===== config.mk =====
export PLATFORM = sky130hd
export DESIGN_NAME = mem_access_flat
export DESIGN_NICKNAME = d
export VERILOG_FILES = /design/src/rtl/mem_bus_if.sv /design/src/rtl/mem_access.sv /design/src/flat_wrapper.sv
export SDC_FILE = /design/constraint.sdc
export NUM_CORES = 1
export LEC_CHECK = 0
export ABC_CLOCK_PERIOD_IN_PS = 5120
export CELL_PAD_IN_SITES_DETAIL_PLACEMENT = 1
export CELL_PAD_IN_SITES_GLOBAL_PLACEMENT = 1
export CORE_ASPECT_RATIO = 0.8
export CORE_UTILIZATION = 31
export CTS_BUF_LIST = sky130_fd_sc_hd__clkbuf_4
export DETAILED_ROUTE_END_ITERATION = 6
export GPL_ROUTABILITY_DRIVEN = 0
export PLACE_DENSITY = 0.82
export SYNTH_ARGS = -nofsm -noshare
export SYNTH_HDL_FRONTEND = slang
export SYNTH_SLANG_ARGS = --single-unit

===== constraint.sdc =====
create_clock -name clk -period 5.12 [get_ports clk]
set_input_delay 1.024 -clock clk [delete_from_list [all_inputs] [get_ports clk]]
set_output_delay 1.024 -clock clk [all_outputs]
set_load 0.01 [all_outputs]

===== src/rtl/mem_bus_if.sv =====
// Data bus between the MEM stage and memory: req/ack handshake with byte enables.
interface mem_bus_if #(
    parameter int unsigned BUS_AW = 32
) ();
    logic              bus_req;
    logic              bus_we;
    logic [BUS_AW-1:0] bus_addr;
    logic [3:0]        bus_sel;
    logic [31:0]       bus_wdata;
    logic [31:0]       bus_rdata;
    logic              bus_ack;

    modport master (
        output bus_req, bus_we, bus_addr, bus_sel, bus_wdata,
        input  bus_rdata, bus_ack
    );

    modport slave (
        input  bus_req, bus_we, bus_addr, bus_sel, bus_wdata,
        output bus_rdata, bus_ack
    );
endinterface


===== src/rtl/mem_access.sv =====
// MIPS MEM stage: ALU pass-through, big-endian load/store over a req/ack bus, pipeline stall.
// Optional alignment checking is enabled by defining MEM_ALIGN_CHECK_EN.
module mem_access #(
    parameter int unsigned BUS_AW = 32
) (
    input  logic        clk,
    input  logic        rst,
    input  logic [4:0]  i_ex_wd,
    input  logic        i_ex_wreg,
    input  logic [31:0] i_ex_wdata,
    input  logic [3:0]  i_ex_mem_op,
    input  logic [31:0] i_ex_mem_addr,
    input  logic [31:0] i_ex_reg2,
    output logic [4:0]  o_mem_wd,
    output logic        o_mem_wreg,
    output logic [31:0] o_mem_wdata,
    output logic        o_stallreq,
    output logic        o_misalign,
    mem_bus_if.master   bus
);
    localparam logic [3:0] OP_LB  = 4'd1;
    localparam logic [3:0] OP_LBU = 4'd2;
    localparam logic [3:0] OP_LH  = 4'd3;
    localparam logic [3:0] OP_LHU = 4'd4;
    localparam logic [3:0] OP_LW  = 4'd5;
    localparam logic [3:0] OP_SB  = 4'd6;
    localparam logic [3:0] OP_SH  = 4'd7;
    localparam logic [3:0] OP_SW  = 4'd8;

    typedef enum logic [1:0] {S_IDLE, S_BUSY, S_DONE} state_t;

    state_t            r_state, w_next;
    logic              r_bus_req, r_bus_we;
    logic [BUS_AW-1:0] r_bus_addr;
    logic [3:0]        r_bus_sel;
    logic [31:0]       r_bus_wdata;
    logic [31:0]       r_load_data;

    logic        w_is_load, w_is_store, w_is_mem, w_misalign, w_start;
    logic [3:0]  w_sel;
    logic [31:0] w_st_data, w_ld_ext;
    logic [7:0]  w_byte;
    logic [15:0] w_half;

    assign w_is_load  = (i_ex_mem_op >= OP_LB) && (i_ex_mem_op <= OP_LW);
    assign w_is_store = (i_ex_mem_op >= OP_SB) && (i_ex_mem_op <= OP_SW);
    assign w_is_mem   = w_is_load || w_is_store;

    // Big-endian lane selection and store-data replication
    always_comb begin
        w_sel     = 4'b0000;
        w_st_data = 32'h0;
        case (i_ex_mem_op)
            OP_LB, OP_LBU, OP_SB: w_sel = 4'b1000 >> i_ex_mem_addr[1:0];
            OP_LH, OP_LHU, OP_SH: w_sel = i_ex_mem_addr[1] ? 4'b0011 : 4'b1100;
            OP_LW, OP_SW:         w_sel = 4'b1111;
            default:              w_sel = 4'b0000;
        endcase
        case (i_ex_mem_op)
            OP_SB:   w_st_data = {4{i_ex_reg2[7:0]}};
            OP_SH:   w_st_data = {2{i_ex_reg2[15:0]}};
            OP_SW:   w_st_data = i_ex_reg2;
            default: w_st_data = 32'h0;
        endcase
    end

    // Load lane extraction with sign/zero extension
    always_comb begin
        w_byte = 8'h0;
        case (i_ex_mem_addr[1:0])
            2'd0:    w_byte = bus.bus_rdata[31:24];
            2'd1:    w_byte = bus.bus_rdata[23:16];
            2'd2:    w_byte = bus.bus_rdata[15:8];
            default: w_byte = bus.bus_rdata[7:0];
        endcase
        w_half = i_ex_mem_addr[1] ? bus.bus_rdata[15:0] : bus.bus_rdata[31:16];
        case (i_ex_mem_op)
            OP_LB:   w_ld_ext = {{24{w_byte[7]}}, w_byte};
            OP_LBU:  w_ld_ext = {24'h0, w_byte};
            OP_LH:   w_ld_ext = {{16{w_half[15]}}, w_half};
            OP_LHU:  w_ld_ext = {16'h0, w_half};
            default: w_ld_ext = bus.bus_rdata;
        endcase
    end

`ifdef MEM_ALIGN_CHECK_EN
    always_comb begin
        case (i_ex_mem_op)
            OP_LH, OP_LHU, OP_SH: w_misalign = i_ex_mem_addr[0];
            OP_LW, OP_SW:         w_misalign = |i_ex_mem_addr[1:0];
            default:              w_misalign = 1'b0;
        endcase
    end
`else
    assign w_misalign = 1'b0;
`endif

    // Next state and combinational pipeline outputs
    always_comb begin
        w_next      = r_state;
        w_start     = 1'b0;
        o_stallreq  = 1'b0;
        o_misalign  = 1'b0;
        o_mem_wd    = i_ex_wd;
        o_mem_wreg  = i_ex_wreg && !w_is_store;
        o_mem_wdata = i_ex_wdata;
        case (r_state)
            S_IDLE: begin
                if (w_misalign) begin
                    o_misalign = 1'b1;
                    o_mem_wreg = 1'b0;
                end else if (w_is_mem) begin
                    o_stallreq = 1'b1;
                    o_mem_wreg = 1'b0;
                    w_start    = 1'b1;
                    w_next     = S_BUSY;
                end
            end
            S_BUSY: begin
                o_stallreq = 1'b1;
                o_mem_wreg = 1'b0;
                if (bus.bus_ack) w_next = S_DONE;
            end
            S_DONE: begin
                if (w_is_load) o_mem_wdata = r_load_data;
                w_next = S_IDLE;
            end
            default: w_next = S_IDLE;
        endcase
        if (rst) begin
            o_stallreq  = 1'b0;
            o_misalign  = 1'b0;
            o_mem_wd    = 5'd0;
            o_mem_wreg  = 1'b0;
            o_mem_wdata = 32'h0;
        end
    end

    always_ff @(posedge clk or posedge rst) begin
        if (rst) begin
            r_state     <= S_IDLE;
            r_bus_req   <= 1'b0;
            r_bus_we    <= 1'b0;
            r_bus_addr  <= '0;
            r_bus_sel   <= 4'b0000;
            r_bus_wdata <= 32'h0;
            r_load_data <= 32'h0;
        end else begin
            r_state <= w_next;
            if (w_start) begin
                r_bus_req   <= 1'b1;
                r_bus_we    <= w_is_store;
                r_bus_addr  <= {i_ex_mem_addr[BUS_AW-1:2], 2'b00};
                r_bus_sel   <= w_sel;
                r_bus_wdata <= w_st_data;
            end else if (r_state == S_BUSY && bus.bus_ack) begin
                r_bus_req   <= 1'b0;
                r_bus_we    <= 1'b0;
                r_load_data <= w_ld_ext;
            end
        end
    end

    assign bus.bus_req   = r_bus_req;
    assign bus.bus_we    = r_bus_we;
    assign bus.bus_addr  = r_bus_addr;
    assign bus.bus_sel   = r_bus_sel;
    assign bus.bus_wdata = r_bus_wdata;
endmodule


===== src/flat_wrapper.sv =====
// flat-port wrapper written by rule: the top's interface ports become plain ports
module mem_access_flat 
#(
    parameter int unsigned BUS_AW = 32
)
  (clk, rst, i_ex_wd, i_ex_wreg, i_ex_wdata, i_ex_mem_op, i_ex_mem_addr, i_ex_reg2, o_mem_wd, o_mem_wreg, o_mem_wdata, o_stallreq, o_misalign, bus_bus_req, bus_bus_we, bus_bus_addr, bus_bus_sel, bus_bus_wdata, bus_bus_rdata, bus_bus_ack);
  mem_bus_if #(.BUS_AW(BUS_AW)) bus_i ();
  input  logic clk;
  input  logic rst;
  input  logic [4:0] i_ex_wd;
  input  logic i_ex_wreg;
  input  logic [31:0] i_ex_wdata;
  input  logic [3:0] i_ex_mem_op;
  input  logic [31:0] i_ex_mem_addr;
  input  logic [31:0] i_ex_reg2;
  output logic [4:0] o_mem_wd;
  output logic o_mem_wreg;
  output logic [31:0] o_mem_wdata;
  output logic o_stallreq;
  output logic o_misalign;
  output wire logic [$bits(bus_i.bus_req)-1:0] bus_bus_req;
  output wire logic [$bits(bus_i.bus_we)-1:0] bus_bus_we;
  output wire logic [$bits(bus_i.bus_addr)-1:0] bus_bus_addr;
  output wire logic [$bits(bus_i.bus_sel)-1:0] bus_bus_sel;
  output wire logic [$bits(bus_i.bus_wdata)-1:0] bus_bus_wdata;
  input wire logic [$bits(bus_i.bus_rdata)-1:0] bus_bus_rdata;
  input wire logic [$bits(bus_i.bus_ack)-1:0] bus_bus_ack;
  assign bus_bus_req = bus_i.bus_req;
  assign bus_bus_we = bus_i.bus_we;
  assign bus_bus_addr = bus_i.bus_addr;
  assign bus_bus_sel = bus_i.bus_sel;
  assign bus_bus_wdata = bus_i.bus_wdata;
  assign bus_i.bus_rdata = bus_bus_rdata;
  assign bus_i.bus_ack = bus_bus_ack;
  mem_access #(.BUS_AW(BUS_AW)) u_core (.clk(clk), .rst(rst), .i_ex_wd(i_ex_wd), .i_ex_wreg(i_ex_wreg), .i_ex_wdata(i_ex_wdata), .i_ex_mem_op(i_ex_mem_op), .i_ex_mem_addr(i_ex_mem_addr), .i_ex_reg2(i_ex_reg2), .o_mem_wd(o_mem_wd), .o_mem_wreg(o_mem_wreg), .o_mem_wdata(o_mem_wdata), .o_stallreq(o_stallreq), .o_misalign(o_misalign), .bus(bus_i));
endmodule

# Yosys cells after proc, flatten, opt, wreduce, memory -nomap -nowiden
# Cells that the tools add are included.
[op_classes]
order_cmp = 4
n_reduce_logical = 14
bitwise_logic = 1
muxes = 23
n_eq_ne = 14
shift = 1
[op_table]
columns = ["operator", "count"]
rows = [
  ["case mux 32 bit (4 select lines)", 1],
  ["2-to-1 mux 32 bit", 3],
  ["case mux 32 bit (3 select lines)", 1],
  ["case mux 8 bit (3 select lines)", 1],
  ["== test 4 x 3 -> 1 bit, second input constant", 4],
  ["2-to-1 mux 16 bit", 1],
  ["case mux 4 bit (3 select lines)", 1],
  ["== test 4 x 2 -> 1 bit, second input constant", 2],
  ["2-to-1 mux 1 bit", 8],
  ["OR reduction 3 bit", 2],
  ["2-to-1 mux 5 bit", 1],
  ["== test 2 x 1 -> 1 bit, second input constant", 2],
  ["== test 2 bit, second input constant", 2],
  ["== test 4 x 1 -> 1 bit, second input constant", 1],
  ["== test 4 bit, second input constant", 1],
  [">= comparator 4 x 1 -> 1 bit, second input constant", 1],
  [">= comparator 4 x 3 -> 1 bit, second input constant", 1],
  ["less-or-equal comparator 4 x 3 -> 1 bit, second input constant", 1],
  ["less-or-equal comparator 4 bit, second input constant", 1],
  ["logical AND 1 bit", 4],
  ["logical NOT 2 bit", 2],
  ["2-to-1 mux 2 bit", 2],
  ["2-to-1 mux 4 bit", 1],
  ["case mux 1 bit (2 select lines)", 2],
  ["10 further kinds", 11],
]
[totals]
input_bits = 141
reg_bits = 102
word_cells = 64
out_inout_bits = 110

# Logic depth before layout (Yosys ltp)
[depth]
ltp_word = 7
ltp_mapped = 7

# Worst setup path after synthesis
# OpenSTA, ideal clock, no wires.
[synth_path]
path_type = "input to output"
from = "in rst"
to = "out o_mem_wreg"
path_slack_ns = 0.409
required_time_ns = 4.096
arrival_time_ns = 3.687
path_stages = 2
cell_sequence = "inv_1 > and4_1"
[synth_via]
elab_chain_len = 1
[synth_lines]
columns = ["element", "line", "rtl"]
rows = [
  ["start: declaration", "flat_wrapper.sv:9", "input logic rst;"],
  ["2-to-1 mux 1 bit", "mem_access.sv:130", "if (rst) begin"],
  ["end: declaration", "flat_wrapper.sv:17", "output logic o_mem_wreg;"],
]
# No other way between the ends.

# Worst setup path after layout
[layout_path]
from = "in i_ex_mem_op[1]"
to = "out o_mem_wdata[6]"
[layout_via]
elab_chain_len = 5
elab_cells_between_ends = 6
classes_between = "order compare: 2; mux: 3; reduce/logical: 1"
[layout_lines]
columns = ["element", "line", "rtl"]
rows = [
  ["start: declaration", "flat_wrapper.sv:13", "input logic [3:0] i_ex_mem_op;"],
  [">= comparator 4 x 1 -> 1 bit / less-or-equal comparator 4 x 3 -> 1 bit (equally long branches)", "mem_access.sv:45", "assign w_is_load = (i_ex_mem_op >= OP_LB) && (i_ex_mem_op <= OP_LW);"],
  ["logical AND 1 bit (*)", "mem_access.sv:45", ""],
  ["2-to-1 mux 32 bit (*)", "mem_access.sv:125", "if (w_is_load) o_mem_wdata = r_load_data;"],
  ["2-to-1 mux 32 bit (*)", "mem_access.sv:107", "case (r_state)"],
  ["2-to-1 mux 32 bit (*)", "mem_access.sv:130", ""],
  ["end: declaration", "flat_wrapper.sv:18", "output logic [31:0] o_mem_wdata;"],
]
# Every way passes the cells marked *; elsewhere a longest branch is shown, timed or not.

==> flow_metrics.tcl <==
set metrics [dict create \
    worst_ep_required_time_ns 4.10 \
    root_buffer "clkbuf_4" \
    clk_latency_ns 0.50 \
    fin_crit_sh_pct 88.2 \
    power_density_nw_per_um2 383 \
    vias 5523 \
    grt_pass1_wl_um 29700 \
    coreArea_um2 17300 \
    synth.distinct_cells 52 \
    hold_start "u_core.bus.bus_addr[23]" \
    postCtsHoldBufs 0 \
    ys_async_sr_fraction_pct 100 \
    vias_per_cell 5.08 \
    yosys_register_bits 102 \
    critPathCaptureType "primary output" \
    min_path_type "flip-flop to flip-flop" \
    yosysTopAreaCellShare_pct 46.6 \
    fin_cells 1088 \
    diodes 0 \
    grt_max_degree 62 \
    mostFrequentLayoutCell "clkdlybuf4s50_1" \
    setup_viol 0 \
    cts_made_buffers 9 \
    status "complete, no violations" \
    drtAntennaViolNets 0 \
    syn2layout_area_growth_pct 49.9 \
    leakagePower_nw 3.55 \
    min_period_ns 4.52 \
    dp.cells 1072 \
    wl_per_cell_um 18.1 \
    rsz0062_at_grt "no" \
    ir_drop_mv 0.153 \
    synth.top_cells.by_area "dfrtp_1 47%, nand2_1 15%, a21oi_1 7.1%" \
    synth.avg_cell_area_um2 8.64 \
    ys_seq_area_share_pct 46.6 \
    fin_tns_setup_ns 0 \
    clkTransAtPathRegs_ns 0.17 \
    finClkSkew_ns 0.0276 \
    drive_gt1_share_pct 6.72 \
    cts.path.max_buffers 2 \
    fillCellCount 2047 \
    synth_ff_type "dfrtp_1" \
    cts_sinks 102 \
    fin_nets 999 \
    yosys.area.top_type "dfrtp_1" \
    num_rows 43 \
    mostFrequentLayoutCells "247 x clkdlybuf4s50_1, 213 x nand2_1, 102 x dfrtp_1" \
    yosysWarnings 0 \
    firstDrtPassIters 4 \
    drtIter0Drc 213 \
    critPathLaunchType "input pin" \
    p_total_mw 3.14 \
    dieHeight_um 121 \
    num_io_pins 251 \
    overflow 0 \
    grt_pass1_vias 5396 \
    final_max_slew_viol_count 0 \
    timing.fmax_mhz 221 \
    crit_type "input pin to primary output" \
    startpoint "i_ex_mem_op[1]" \
    worstPathArrival_ns 3.49 \
    post_cts_resized 0 \
    cts_setup_buffers 0 \
    maxSlewHeadroom_pct 21.1 \
    synthCells 634 \
    cap_violations 0 \
    start_util_pct 31.6 \
    drcViolationCount 0 \
    worst_slew_pin_slew_ns 1.17 \
    die_w_um 151 \
    hpwl_um 14400 \
    cts_tree "yes" \
    h-tree-depth 3 \
    netlist_area_um2 5480 \
    gr-usage-all-layers_pct 21.3 \
    r2r_start "u_core.r_state[0]" \
    routed_wl_um 19700 \
    path_max_fanout 32 \
    synth_edf_count 0 \
    fin_hold_ws_ns 0.500 \
    dieArea_um2 18200 \
    antenna_found_initial 0 \
    finalHoldViolCount 0 \
    io_buffers 247 \
]
==> sequential cells by signal (all words and copies together), names as in the netlist <==
signal                cells
u_core.bus.bus_addr      30
u_core.bus.bus_we         1
u_core.r_load_data       32
u_core.r_state            2
u_core.bus.bus_sel        4
u_core.bus.bus_wdata     32
u_core.bus.bus_req        1
==> worst paths after layout <==
| check | endpoint | slack (ns) | cells past startpoint |
|---|---|---|---|
| max in group asynchronous | u_core.bus.bus_addr[28] | 2.52 | 4 |
| hold / removal | u_core.bus.bus_addr[23] | 0.50 | 2 |
| min in group asynchronous | u_core.r_load_data[23] | 1.40 | 3 |
| hold reg to reg | u_core.bus.bus_addr[23] | 0.50 | 2 |
| setup reg to reg | u_core.bus.bus_wdata[8] | 2.40 | 5 |
| setup / recovery | o_mem_wdata[6] | 0.60 | 7 |
==> cell type report <==
cell class              instances  area (µm²)  area share, %
clock inverters                 7        75.1          0.914
multi-input cells             481        2650           32.2
inverters                       3        13.8          0.168
repair buffers                261        2580           31.4
well taps                     225         282           3.43
clock buffers                   9        67.6          0.823
flip-flops and latches        102        2550           31.1
==> routing by layer <==
metal / track usage [%] / up-vias / wire [µm]
met1: 28.7 / 2709 / 9000
li1: - / 2621 / -
met3: 5.60 / 18 / 1330
met2: 34.6 / 175 / 9150
met4: 4.06 / 0 / 231
met5: 0 / - / 0
==> logic make-up after synthesis <==
| logic type | share of synthesized area, % |
|---|---|
| fa+ha+maj | 0.183 |
| other cells | 0.0684 |
| flops | 46.6 |
| simple gates | 21.1 |
| compound gates | 18.1 |
| xor+xnor | 0.160 |
| mux | 8.58 |
| buf+inv | 5.27 |
==> metrics by stage <==
stage               setup slack [ns]  util [%]  area, µm²
global route                   0.444      47.4       8210
detailed placement             0.622      46.6       8070
global placement               0.681      46.6       8070
finish                         0.604      47.4       8210
floorplan                      0.409         -       5490
CTS                            0.619      47.4       8210
==> where the power goes <==
group	internal (mW)	leakage, nW	total (mW)	switching, mW
logic	0.710	2.19	1.39	0.676
registers	1.13	1.28	1.32	0.198
clock network	0.117	0.0752	0.435	0.319
==> cells in the mapped netlist (all sizes together) (6+ instances only) <==
library cell / count
nand2: 213
dfrtp: 102
a21oi: 79
o21ai: 50
nor2: 31
buf: 29
clkbuf: 21
mux2: 16
a22o: 8
and3: 8
mux2i: 8
mux4: 8
a221o: 7
a221oi: 7
nor2b: 6
==> worst max-delay path: stages <==
cell and delay, ns:
clkdlybuf4s50_1 0.86, nor3_2 0.12, and4b_1 0.26, buf_4 0.33, nand2_1 0.17, a21oi_1 0.15
clkdlybuf4s50_1 0.56
Note: power is estimated with default switching activity, not from simulation.
==> RTL change (same flow settings) <==
The option `MEM_ALIGN_CHECK_EN` is turned on by a define.
--- a/src/rtl/mem_access.sv
+++ b/src/rtl/mem_access.sv
@@ -1,4 +1,6 @@
 // MIPS MEM stage: ALU pass-through, big-endian load/store over a req/ack bus, pipeline stall.
 // Optional alignment checking is enabled by defining MEM_ALIGN_CHECK_EN.
+`define MEM_ALIGN_CHECK_EN
+
 module mem_access #(
     parameter int unsigned BUS_AW = 32
Function: changed (Yosys sat finds a counterexample within 4 cycles, from zero or initial values and one cycle with rst high).
==> RTL change against the unedited design <==
- non-clock buffer count fell by 1
- clock power grew 3%
- via count decreased by 6.4%
- power is 0.62% lower
- worst setup slack worse by 140 ps
- sequential cell count did not move
- maximum frequency decreased by 3.1%
- utilization rose by 0.48 points
- routed wire length hardly changed
- area after synthesis grew 1.6%
- cell area increased by 1.6%
- largest cell class unchanged
- highest routed layer unchanged
==> RTL change: results (changes against the unedited design) <==
outcome=finished clean (unchanged); Worst Path Arrival=3640 ps (was 3490 ps); Buffers on Ports=248 (was 247); Ys Warns=0 (unchanged); met3 Track Usage GR=0.06190 (was 0.05602); Max stage delay on crit path=730 ps (was 860 ps); initial antenna violation count=0 (unchanged); Max VDD drop=0.2078 mV (was 0.1525 mV); met1 WL=8.526 mm (was 8.997 mm); Power Dens Cells=374.3 nW/um^2 (was 382.8 nW/um^2); mux cell area share after synthesis=0.2079 (was 0.08584); CP Max Fanout=32 (unchanged); non-clk buf share=0.3082 (was 0.3138); First-pass DRT Iterations=5 (was 4); hold slack=520.6 ps (was 500.0 ps); Seq/Total Area, Yosys=0.4584 (was 0.4658); Cells after DPL=983 (was 1072); # Post-CTS Setup Buffers=0 (unchanged); adder-cell share of the synthesized area=0 (was 0.001826); ranking of synthesized cells by area=dfrtp_1 (46%), mux2_2 (12%), a21oi_1 (5.8%) (was dfrtp_1 (47%), nand2_1 (15%), a21oi_1 (7.1%)); Multi-In Gates=367 (was 481); clk_buf instances=10 (was 9); Num CTS Buffers=9 (unchanged); Leak Pwr=3.484 nW (was 3.546 nW); placed instance area=8204 um^2 (was 8071 um^2); Post-Synth XOR/XNOR Area=0.003146 (was 0.001598); first-pass GRT wire length=30.82 mm (was 29.74 mm); Final HPWL DP=14.75 mm (was 14.39 mm); ClkCell Share=0.01724 (was 0.01736); Via density=5.177 (was 5.076); met2 global-route usage=0.3455 (was 0.3456); Tot GR Track Use=0.2117 (was 0.2133); Met2 Routed Length=9.441 mm (was 9.148 mm); Multi-input gate area=2686 um^2 (was 2646 um^2); Signal buffers=260 (was 261); Place WS=463.8 ps (was 621.7 ps); skew final=21.21 ps (was 27.61 ps); met1 usage=0.2725 (was 0.2873); vias in the first global route=5584 (was 5396); Synth cell types=49 (was 52); Worst Hold Class=register to register (unchanged); worst relative slew slack=0.1224 (was 0.2110); utilization after layout=0.4789 (was 0.4741); pin count of the biggest net entering global routing=84 (was 62); FF+latch count=102 (unchanged); invs w/o clock=29 (was 3); Max Clk Rate=214.6 MHz (was 221.5 MHz); Synth top cells by count=dfrtp_1 (102), nand2_1 (86), a21oi_1 (65) (was nand2_1 (213), dfrtp_1 (102), a21oi_1 (78)); Layout Nets=910 (was 999); final wirelength=19.69 mm (was 19.71 mm); fill cell total of the finished layout=1919 (was 2047); fin cells=999 (was 1088); Avg Inst Size Synth=10.29 um^2 (was 8.644 um^2); FF+latch area=2552 um^2 (unchanged); met3 wire length=1.422 mm (was 1.333 mm); Worst R2R Setup Slack=1900 ps (was 2400 ps); Antenna Cells=0 (unchanged); layout cells sized above 1=0.1292 (was 0.06721); Clock Latency Late Sink=490 ps; Synth Area in Compound Gates=0.1548 (was 0.1808)
RTL change: cell types whose count changed after synthesis, sizes merged, moves of 23 or more:
cell	delta
o22ai	+23
mux2i	+24
inv	+25
o21ai	-47
nand2	-126
mux2	+42
RTL change: final timing paths:
kind / from / to / cells past startpoint
worst min-delay path: u_core.bus.bus_req / u_core.bus.bus_req / 2
max in group asynchronous: rst / u_core.bus.bus_addr[5] / 4
worst max register to register: u_core.r_state[1] / u_core.r_load_data[4] / 5
min in group asynchronous: rst / u_core.bus.bus_wdata[23] / 3
worst max-delay path: i_ex_mem_op[1] / o_mem_wdata[11] / 7
worst min register to register: u_core.bus.bus_req / u_core.bus.bus_req / 2
RTL change: worst min-delay path, stage by stage, from the launching register on:
cell and delay, ps:
dfrtp_1 390, nand2_1 50, nand2_1 50
RTL change: power breakdown:
part           internal [mW]  total, mW  switching (mW)
Clock                  0.158      0.450           0.292
Combinational          0.800       1.36           0.564
Sequential              1.12       1.31           0.189
